## config.mk

```make
export PLATFORM = sky130hd
export DESIGN_NAME = pipeline_adder_stages
export DESIGN_NICKNAME = d
export VERILOG_FILES = /design/src/rtl/pipeline_adder_stages_pkg.sv /design/src/rtl/pipeline_adder_stages_adder_slice.sv /design/src/rtl/pipeline_adder_stages.sv
export SDC_FILE = /design/constraint.sdc
export NUM_CORES = 1
export LEC_CHECK = 0
export ABC_CLOCK_PERIOD_IN_PS = 17010
export CAP_MARGIN = 20
export CELL_PAD_IN_SITES_DETAIL_PLACEMENT = 0
export CELL_PAD_IN_SITES_GLOBAL_PLACEMENT = 2
export CORE_UTILIZATION = 38
export CTS_BUF_LIST = sky130_fd_sc_hd__clkbuf_4 sky130_fd_sc_hd__clkbuf_8
export DETAILED_ROUTE_END_ITERATION = 6
export GPL_ROUTABILITY_DRIVEN = 0
export PLACE_DENSITY_LB_ADDON = 0.2
export REMOVE_ABC_BUFFERS = 1
export SYNTH_ARGS = -nofsm -noshare
export SYNTH_HDL_FRONTEND = slang
export SYNTH_SLANG_ARGS = --single-unit
```

## constraint.sdc

```tcl
create_clock -name clk -period 17.01 [get_ports clk]
set_input_delay 3.402 -clock clk [delete_from_list [all_inputs] [get_ports clk]]
set_output_delay 3.402 -clock clk [all_outputs]
set_load 0.1 [all_outputs]
```

## src/rtl/pipeline_adder_stages_pkg.sv

```systemverilog
// Shared constants and the stage record for the pipelined ripple adder.
// The default slice width is derived from the default width and stage count.
package pipeline_adder_stages_pkg;

  localparam int DEF_WIDTH  = 32;
  localparam int DEF_STAGES = 4;
  localparam int SW         = DEF_WIDTH / DEF_STAGES;

  typedef struct packed {
    logic                 valid;
    logic                 carry;
    logic [DEF_WIDTH-1:0] a_rem;
    logic [DEF_WIDTH-1:0] b_rem;
    logic [DEF_WIDTH-1:0] sum_done;
  } stage_t;

endpackage

```

## src/rtl/pipeline_adder_stages_adder_slice.sv

```systemverilog
// Registered DATA_W-bit adder slice with carry-in and carry-out.
// The slice loads only when the enclosing pipeline advances.
module adder_slice
  import pipeline_adder_stages_pkg::*;
#(
  parameter int DATA_W = SW
) (
  input  logic              clk,
  input  logic              rst,
  input  logic              i_en,
  input  logic [DATA_W-1:0] i_a,
  input  logic [DATA_W-1:0] i_b,
  input  logic              i_cin,
  output logic [DATA_W-1:0] o_sum,
  output logic              o_cout
);

  logic [DATA_W:0]   w_add;
  logic [DATA_W-1:0] r_sum;
  logic              r_cout;

  assign w_add = {1'b0, i_a} + {1'b0, i_b} + {{DATA_W{1'b0}}, i_cin};

  always_ff @(posedge clk or posedge rst) begin
    if (rst) begin
      r_sum  <= '0;
      r_cout <= 1'b0;
    end else if (i_en) begin
      r_sum  <= w_add[DATA_W-1:0];
      r_cout <= w_add[DATA_W];
    end
  end

  assign o_sum  = r_sum;
  assign o_cout = r_cout;

endmodule

```

## src/rtl/pipeline_adder_stages.sv

```systemverilog
// Pipelined ripple adder: one slice per stage, carry handed stage to stage.
// pause freezes every stage; flush clears all valid bits and wins over pause.
module pipeline_adder_stages
  import pipeline_adder_stages_pkg::*;
#(
  parameter int WIDTH  = DEF_WIDTH,
  parameter int STAGES = DEF_STAGES
) (
  input  logic             clk,
  input  logic             rst,
  input  logic [WIDTH-1:0] a,
  input  logic [WIDTH-1:0] b,
  input  logic             cin,
  input  logic             in_valid,
  input  logic             pause,
  input  logic             flush,
  output logic             in_ready,
  output logic [WIDTH-1:0] sum,
  output logic             cout,
  output logic             out_valid
);

  localparam int SLW = WIDTH / STAGES;

  logic                          w_en;
  logic [STAGES-1:0][SLW-1:0]    w_ssum;
  logic [STAGES-1:0]             w_scout;
  logic [STAGES-1:0][WIDTH-1:0]  w_done;

  // Operands still to be added travel right-aligned; completed low slices in r_s.
  logic [WIDTH-1:0]  r_a [STAGES-1];
  logic [WIDTH-1:0]  r_b [STAGES-1];
  logic [WIDTH-1:0]  r_s [1:STAGES-1];
  logic [STAGES-1:0] r_v;

  assign in_ready = !pause || flush;
  assign w_en     = in_ready;

  for (genvar k = 0; k < STAGES; k++) begin : g_stage
    logic [SLW-1:0] w_op_a;
    logic [SLW-1:0] w_op_b;
    logic           w_c;

    if (k == 0) begin : g_first
      assign w_op_a    = a[SLW-1:0];
      assign w_op_b    = b[SLW-1:0];
      assign w_c       = cin;
      assign w_done[0] = {{(WIDTH-SLW){1'b0}}, w_ssum[0]};
    end else begin : g_rest
      assign w_op_a    = r_a[k-1][SLW-1:0];
      assign w_op_b    = r_b[k-1][SLW-1:0];
      assign w_c       = w_scout[k-1];
      assign w_done[k] = r_s[k] | ({{(WIDTH-SLW){1'b0}}, w_ssum[k]} << (k*SLW));
    end

    adder_slice #(.DATA_W(SLW)) u_slice (
      .clk   (clk),
      .rst   (rst),
      .i_en  (w_en),
      .i_a   (w_op_a),
      .i_b   (w_op_b),
      .i_cin (w_c),
      .o_sum (w_ssum[k]),
      .o_cout(w_scout[k])
    );
  end

  always_ff @(posedge clk or posedge rst) begin
    if (rst) begin
      r_v <= '0;
      for (int k = 0; k < STAGES-1; k++) begin
        r_a[k] <= '0;
        r_b[k] <= '0;
      end
      for (int k = 1; k < STAGES; k++) r_s[k] <= '0;
    end else begin
      if (flush)       r_v <= '0;
      else if (!pause) r_v <= {r_v[STAGES-2:0], in_valid};
      if (w_en) begin
        r_a[0] <= a >> SLW;
        r_b[0] <= b >> SLW;
        for (int k = 1; k < STAGES-1; k++) begin
          r_a[k] <= r_a[k-1] >> SLW;
          r_b[k] <= r_b[k-1] >> SLW;
        end
        for (int k = 1; k < STAGES; k++) r_s[k] <= w_done[k-1];
      end
    end
  end

  assign sum       = w_done[STAGES-1];
  assign cout      = w_scout[STAGES-1];
  assign out_valid = r_v[STAGES-1];

endmodule
```

# ---- Word level (Yosys, flattened, before mapping)
# Index checks and enable logic that the tools add are counted.
dict set report totals {
  output_inout_bits 35
  ff_bits 208
  in_bits 70
  wordCells 34
}
dict set report op_classes {
  n_reduce_logical 2
  add_sub_neg 8
  n_mux 2
  n_bitwise 3
  eq_ne 1
}
# operator count
set ops {}
lappend ops {{adder 8 x 8 -> 9 bit} 4}
lappend ops {{adder 9 x 1 -> 9 bit} 4}
lappend ops {{bitwise OR 32 x 24 -> 32 bit} 1}
lappend ops {{bitwise OR 32 bit} 1}
lappend ops {{bitwise OR 8 x 16 -> 16 bit} 1}
lappend ops {{2-to-1 mux 4 bit} 2}
lappend ops {{!= test 2 x 1 -> 1 bit, second input constant} 1}
lappend ops {{zero test 1 bit} 1}
lappend ops {{logical OR 1 bit} 1}

# ---- Longest topological paths before layout
# Gate-level depths: netlist (run 1).
dict set report logic_depth {
  word_depth 2
  depth_mapped 8
  ltp_nobuf 8
}

# ---- By module
# A second synthesis (run 1) with hierarchy kept.
dict set report hier_totals {
  cells_unflattened 637
  hier_area_um2 8816.0
}
# module cells_per_inst area_per_inst_um2 n_inst seq_area_each_um2
set by_module_without_submodules {}
lappend by_module_without_submodules {pipeline_adder_stages 343 5893.2 1 3703.6}
lappend by_module_without_submodules {{adder_slice (g_stage[0].u_slice ...)} 73 730.7 2 225.2}
lappend by_module_without_submodules {{adder_slice (g_stage[2].u_slice)} 75 733.2 1 225.2}
lappend by_module_without_submodules {{adder_slice (g_stage[3].u_slice)} 73 728.2 1 225.2}

# ---- Worst setup path after synthesis (run 1)
# No wires, ideal clock.
dict set report synth_path {
  path_kind {in2out}
  startpoint {input port pause}
  endpoint {output port in_ready}
  n_path_buf 3
  slack_ns 9.222
  cell_stages 5
  t_arrival_ns 4.386
  required_time_ns 13.608
  cell_sequence {buf_2 nor2b_4 inv_2 buf_2 buf_2}
}
dict set report synth_between {
  elab_chain_len 2
}
# item line_no
set synth_lines {}
lappend synth_lines {{from (decl)} pipeline_adder_stages.sv:15} ;# input logic pause,
lappend synth_lines {{zero test 1 bit} -}
lappend synth_lines {{logical OR 1 bit} pipeline_adder_stages.sv:36} ;# assign in_ready = !pause || flush;
lappend synth_lines {{to (decl)} pipeline_adder_stages.sv:17} ;# output logic in_ready,
# No other way between the ends.

# ---- Worst setup path after layout (run 1)
# Ends and elaborated chain as after synthesis.

==> impl_metrics.csv, run 1 <==
group,metric,value,unit
run_status,status,"finished clean",
routing,wl_per_cell,12.04,um
clocking,cts_resized,0,
worst_setup_path,r2r_slack,14.68,ns
synthesis,synth_area_leaders,"dfrtp_1 (56%), nand2_1 (21%), ha_1 (4.2%), buf_4 (2.6%), fa_1 (1.9%)",
final_layout,nets,1086,
worst_setup_path,critPathKind,"primary input to output port",
place,dp_hpwl,9521,um
floorplan,die_area,22410,sq um
power_and_ir_drop,p_sw,0.0004805,W
power_and_ir_drop,pwr-share-comb,31.2,%
sta,hold_viol_final,0,
global_route,grt_pass1_vias,5734,
worst_setup_path,timing.rr.start,"g_stage[1].u_slice.o_cout",
hold_path,hp-start,"r_b[73]",
worst_setup_path,crit_fanout,110,
sta,finalCriticalPeriod,9.444,ns
sta,skew,0.01577,ns
clocking,post_cts_buffers,0,
power_and_ir_drop,peakVddDrop,0.06496,mV
hold_path,hold_end,"r_b[73]",
routing,firstDrtPassIters,4,
clocking,path_clk_slew,0.08,ns
global_route,grt_max_degree,121,
place,port_buffers,104,
global_route,grt_usage,14.99,%
routing,drc,0,
sta,setup_tns,0,ns
final_layout,drive_above_1_share,4.431,%
synthesis,ys_ff_latch,184,
clocking,cts_root_buffer,"clkbuf_8",
routing,wl_met2,6642,um
clocking,cts-htree-levels,4,
routing,ant_nets,0,
final_layout,synthToLayoutAreaGrowth,17.95,%
synthesis,yosysSeqAreaShare,55.56,%
sta,setup_viol_count_final,0,
hold_path,hold_path.class,"register to register",
floorplan,ioPinCount,105,
worst_setup_path,startpoint_type,"primary input",
sta,slew_viol_final,0,
power_and_ir_drop,power,0.001278,W
hold_path,hold_depth,2,
power_and_ir_drop,p_leak,4.847,nW
worst_setup_path,r2r_cells,7,
worst_setup_path,worst_setup_path_end_kind,"output port",
routing,met1_length,7912,um
clocking,cts_sinks,184,
routing,wl_met3,534,um
synthesis,post-synth-top-area-cell,"dfrtp_1",
sta,period_share,55.52,%
power_and_ir_drop,seq_power_share,43.3,%
final_layout,num-fill-cells,2156,
power_and_ir_drop,swShare,37.60,%
place,dp_cells,1236,
clocking,cts-buffers-inserted,17,
floorplan,die_w,149.7,um
clocking,clockBufferDepth,2,
clocking,clk_latency,0.45,ns
power_and_ir_drop,cellPowerDensity,130.7,nW/um^2
clocking,cts_tree,"built",
worst_setup_path,rr_endpoint,"g_stage[2].u_slice.o_cout",
synthesis,synthDistinctLibCells,38,
synthesis,netlist_instances,917,
sta,whs,0.4655,ns
sta,relSlewSlack,33.22,%
power_and_ir_drop,power_frac_clock,25.5,%
global_route,overflow,0,
floorplan,start_util,39.06,%
routing,top_layer,"met4",
power_and_ir_drop,power.internal,0.0007974,W
sta,rsz0062_at_grt,"no",
synthesis,synth_top_area_share,55.56,%
floorplan,rows,53,
floorplan,die_h,149.7,um
final_layout,stdcell_count,1268,
final_layout,n_antenna_cell,0,
synthesis,yosys_warnings,0,
flow_run,cap_violations,0,
routing,wl,15260,um
synthesis,syn_area,8288,sq um
routing,route.vias.total,5836,
clocking,hold_buffers,0,
global_route,antenna_found_initial,0,
global_route,grt_first_pass_wirelength,26810,um
synthesis,avgSynthCellArea,9.038,sq um
routing,via_per_inst,4.603,
sta,worstMarginPinSlew,0.9985,ns
floorplan,core,21220,sq um
routing,drtIter0Drc,376,
sta,fmax,105.9,MHz
worst_setup_path,crit_required,13.61,ns
worst_setup_path,crit_arrival,6.04,ns
## worst max-delay path by stage
stage,start,to,slack [ns],cells past startpoint
2_1_floorplan,pause,in_ready,6.11,2
3_5_place_dp,pause,in_ready,7.55,4
3_3_place_gp,pause,in_ready,7.55,4
6_report,pause,in_ready,7.57,4
4_1_cts,pause,in_ready,7.55,4
5_1_grt,pause,in_ready,7.42,4
## sequential cells by signal, summed over array words and instances, names as in the netlist
signal                  cells
g_stage.w_op_a             24
g_stage.w_op_b             24
r_v                         4
r_b                        24
g_stage.u_slice.o_cout      4
r_a                        24
g_stage.u_slice.o_sum      32
r_s                        48
## layout by cell type (no fill, tap or decap), types with 3 or more instances in the layout
cell             synthesis  routed
a211oi_1                 9       9
fa_1                     8       8
mux2i_1                  4       4
inv_1                    8       7
bufinv_16                0       4
nand3_1                  3       3
nand2_1                472     472
xnor2_1                  5       5
clkdlybuf4s50_1          0     104
nor2_1                  22      22
or4_1                    3       3
a21oi_1                 19      19
o31a_1                   3       3
a21o_1                   6       6
buf_4                   29       5
clkinvlp_4               0       4
o21ai_0                 16      16
nor3_1                   5       5
clkbuf_8                 0      18
ha_1                    28      28
nor3b_1                  6       6
xor2_1                   8       8
inv_6                    0       5
o21ai_1                 13      13
o21a_1                   7       7
dfrtp_1                184     184
o31ai_1                  3       3
a221oi_1                 3       3
o21bai_1                 4       4
## power by group through the flow
stage / clock network [W] / logic (W) / registers, W
floorplan: 0 / 0.000136 / 0.000724
finish: 0.000326 / 0.000399 / 0.000554
global placement: 0 / 0.000401 / 0.000563
global route: 0.000356 / 0.000435 / 0.000564
CTS: 0.000341 / 0.000404 / 0.000555
detailed placement: 0 / 0.000404 / 0.000563
## synthesized netlist by cell type
library cell	count
nand2_1	472
dfrtp_1	184
buf_4	29
ha_1	28
nor2_1	22
buf_2	20
a21oi_1	19
o21ai_0	16
clkbuf_1	14
o21ai_1	13
a211oi_1	9
fa_1	8
inv_1	8
xor2_1	8
o21a_1	7
a21o_1	6
nor3b_1	6
nor3_1	5
xnor2_1	5
mux2i_1	4
o21bai_1	4
a221oi_1	3
nand3_1	3
o31a_1	3
o31ai_1	3
or4_1	3
buf_6	2
nor2b_4	2
o211ai_1	2
a211oi_2	1
a31oi_1	1
inv_2	1
nand2b_1	1
nand3b_1	1
nor2b_1	1
o211a_1	1
o311ai_2	1
o31ai_2	1
## metal layers
| metal | vias to the layer above | global-route usage (%) |
|---|---|---|
| li1 | 3010 | - |
| met2 | 92 | 23.01 |
| met5 | - | 0 |
| met4 | 0 | 5.000 |
| met3 | 13 | 2.957 |
| met1 | 2721 | 21.18 |
## final cells by class
class / count / area (sq um) / area share, %
Inverter: 9 / 46.29 / 0.4736
Clock buffer: 19 / 255.2 / 2.611
Multi-Input combinational cell: 659 / 3257 / 33.32
Tap cell: 275 / 344.1 / 3.520
Timing Repair Buffer: 109 / 1079 / 11.03
Clock inverter: 13 / 190.2 / 1.945
Sequential cell: 184 / 4604 / 47.10
## cells by family after synthesis
logic type,synth area share [%]
DFF,55.56
buffers and inverters,5.148
and+or+nand+nor,24.25
AOI/OAI and AO/OA,7.035
adders and majority gates,6.159
xor gates and xnor gates,1.374
muxes,0.4831
## through the flow
step	setup slack, ns	utilization (%)	instance area [sq um]
final	7.566	46.07	9776
after global routing	7.424	46.07	9776
after CTS	7.548	46.07	9776
after detailed placement	7.551	43.97	9330
after global placement	7.550	43.97	9330
after floorplan	6.105	-	7895
## critical path, stage by stage
cell and delay (ns):
clkdlybuf4s50_1 0.52, nor2b_4 0.20, inv_6 0.56, clkdlybuf4s50_1 1.27
(Power assumes the default switching activity.)
==> run 2, diff against run 1 <==
ABC_CLOCK_PERIOD_IN_PS = 9230   (was 17010)
CORE_UTILIZATION = 35   (was 38)
clock period = 9.23 ns   (was 17.01 ns; I/O delays follow)
==> run 2 against run 1 <==
  * Register-to-register slack got worse by 7.8 ns
  * Final area about the same
  * Die area increased by 8.4%
  * Sequential cell count unchanged
  * First-iteration DRC count decreased by 35%
  * Setup slack got worse by 5.0 ns
  * Non-clock buffer count decreased by 1
  * Core utilization decreased by 3.4 points
  * Power increased by 80%
  * Wire length increased by 2.2%
  * Combinational power increased by 84%
  * Hold slack got worse by 0.0045 ns
  * Critical path type unchanged
  * Critical endpoint unchanged
  * Largest cell class unchanged
  * Highest routed layer is now met5
==> impl_metrics.csv, run 2 (same netlist as run 1, synthesis figures left out) <==
group,metric,value,unit
clocking,hold_buffers,0,
global_route,antenna_found_initial,1,
worst_setup_path,worst_setup_path_end_kind,"output port",
clocking,cts_root_buffer,"clkbuf_8",
sta,worstMarginPinSlew,1.027,ns
floorplan,die_area,24300,sq um
routing,drtIter0Drc,243,
power_and_ir_drop,p_leak,4.829,nW
place,dp_hpwl,9787,um
global_route,grt_max_degree,120,
sta,slew_viol_final,0,
sta,setup_viol_count_final,0,
final_layout,largest_register_ff_count,48,
final_layout,top_register,"r_s",
worst_setup_path,crit_arrival,4.86,ns
global_route,grt_pass1_vias,5824,
worst_setup_path,slowest_stage,"clkdlybuf4s50_1",
clocking,clk_latency,0.45,ns
worst_setup_path,startpoint_type,"primary input",
global_route,grt_first_pass_wirelength,27190,um
sta,skew,0.01656,ns
floorplan,rows,55,
sta,setup_tns,0,ns
routing,ant_nets,0,
sta,relSlewSlack,31.35,%
final_layout,post-route-util,42.63,%
worst_setup_path,worstPathCellList,"clkdlybuf4s50_1 -> nor2b_4 -> inv_6 -> clkdlybuf4s50_1",
hold_path,hold_end,"r_s[36]",
floorplan,die_w,155.9,um
floorplan,ioPinCount,105,
place,port_buffers,104,
worst_setup_path,r2r_cells,7,
worst_setup_path,crit_fanout,86,
worst_setup_path,crit_required,7.38,ns
clocking,cts_resized,0,
final_layout,synthToLayoutAreaGrowth,17.86,%
routing,wl_per_cell,11.95,um
worst_setup_path,cp_slowest_stage_delay,1.10,ns
routing,wl,15590,um
sta,fmax,149.2,MHz
final_layout,n_antenna_cell,0,
sta,hold_viol_final,0,
clocking,cts-buffers-inserted,17,
clocking,cts_tree,"built",
clocking,cts-htree-levels,4,
hold_path,hold_path.class,"register to register",
global_route,overflow,0,
sta,period_share,72.64,%
worst_setup_path,cp_top_family,"buffers and inverters",
hold_path,hold_depth,2,
floorplan,die_h,155.9,um
routing,route.vias.total,5838,
final_layout,final_cell_mix,"nand2_1 (472), dfrtp_1 (184), clkdlybuf4s50_1 (104)",
worst_setup_path,rr_endpoint,"g_stage[2].u_slice.o_sum[6]",
global_route,grt_usage,13.97,%
clocking,cts_sinks,184,
run_status,status,"finished clean",
worst_setup_path,r2r_slack,6.88,ns
power_and_ir_drop,peakVddDrop,0.1441,mV
final_layout,drive_above_1_share,4.335,%
worst_setup_path,worst-path-buf-inv,3,
clocking,post_cts_buffers,0,
sta,rsz0062_at_grt,"no",
final_layout,final_common_cell,"nand2_1",
power_and_ir_drop,cellPowerDensity,235.9,nW/um^2
clocking,clockBufferDepth,2,
worst_setup_path,timing.rr.start,"g_stage[1].u_slice.o_cout",
floorplan,start_util,36.17,%
routing,firstDrtPassIters,4,
clocking,path_clk_slew,0.10,ns
floorplan,core,22920,sq um
flow_run,cap_violations,0,
worst_setup_path,critPathKind,"primary input to output port",
routing,drc,0,
sta,finalCriticalPeriod,6.705,ns
final_layout,nets,1085,
hold_path,hp-start,"r_s[68]",
worst_setup_path,path_common_cell,"clkdlybuf4s50_1",
routing,via_per_inst,4.474,
run 2: cell types whose count changed in the layout (fill, tap and decap cells not counted):
cell	previous run	this run
clkinvlp_4	4	2
clkinv_4	0	3
inv_6	5	4
clkinv_2	1	3
bufinv_16	4	2
buf_4	5	4
run 2: worst max path at each step:
stage	cells after the start	endpoint	slack [ns]	start
global route	4	in_ready	2.34	pause
detailed placement	4	in_ready	2.50	pause
floorplan	2	in_ready	1.44	pause
global placement	4	in_ready	2.48	pause
CTS	4	in_ready	2.49	pause
finish	4	in_ready	2.53	pause
run 2: cell type report:
| class | instances | area [sq um] |
|---|---|---|
| multi-input cells | 659 | 3257 |
| flip-flops and latches | 184 | 4604 |
| well taps | 313 | 391.6 |
| fillers | 2395 | 13150 |
| inverters | 9 | 46.29 |
| clock buffers | 19 | 255.2 |
| clock inverters | 13 | 142.6 |
| repair buffers | 108 | 1071 |
run 2: where the power goes:
part | leakage (nW) | internal, W | switching (W)
clock | 0.200 | 0.000253 | 0.000296
sequential | 2.23 | 0.000943 | 0.0000762
combinational | 2.40 | 0.000218 | 0.000517
total | 4.83 | 0.00141 | 0.000890
run 2: worst reg2reg max path: stages, from the launching register on:
cell and delay, ns:
dfrtp_1 0.41, fa_1 0.50, fa_1 0.43, a21oi_1 0.22, o211ai_1 0.15, a21oi_1 0.26
xor2_1 0.19, o21ai_1 0.07
run 2: metal layers:
metal,GRT usage [%],vias up,routed length [um]
met5,0,-,13
met4,4.342,2,163
met3,3.972,13,751
met2,22.34,87,6891
met1,18.27,2718,7773
li1,-,3018,-
run 2: through the flow:
step                hold WS (ns)  total power (W)  area, sq um  worst slack (ns)  std cells
floorplan                 0.4386         0.001586         7895             1.437        852
global placement          0.4493         0.001776         9370             2.480       1273
detailed placement        0.4550         0.001783         9370             2.495       1273
CTS                       0.4657         0.002347         9768             2.487       1305
global route              0.4821         0.002450         9768             2.339       1305
finish                    0.4610         0.002304         9768             2.525       1305
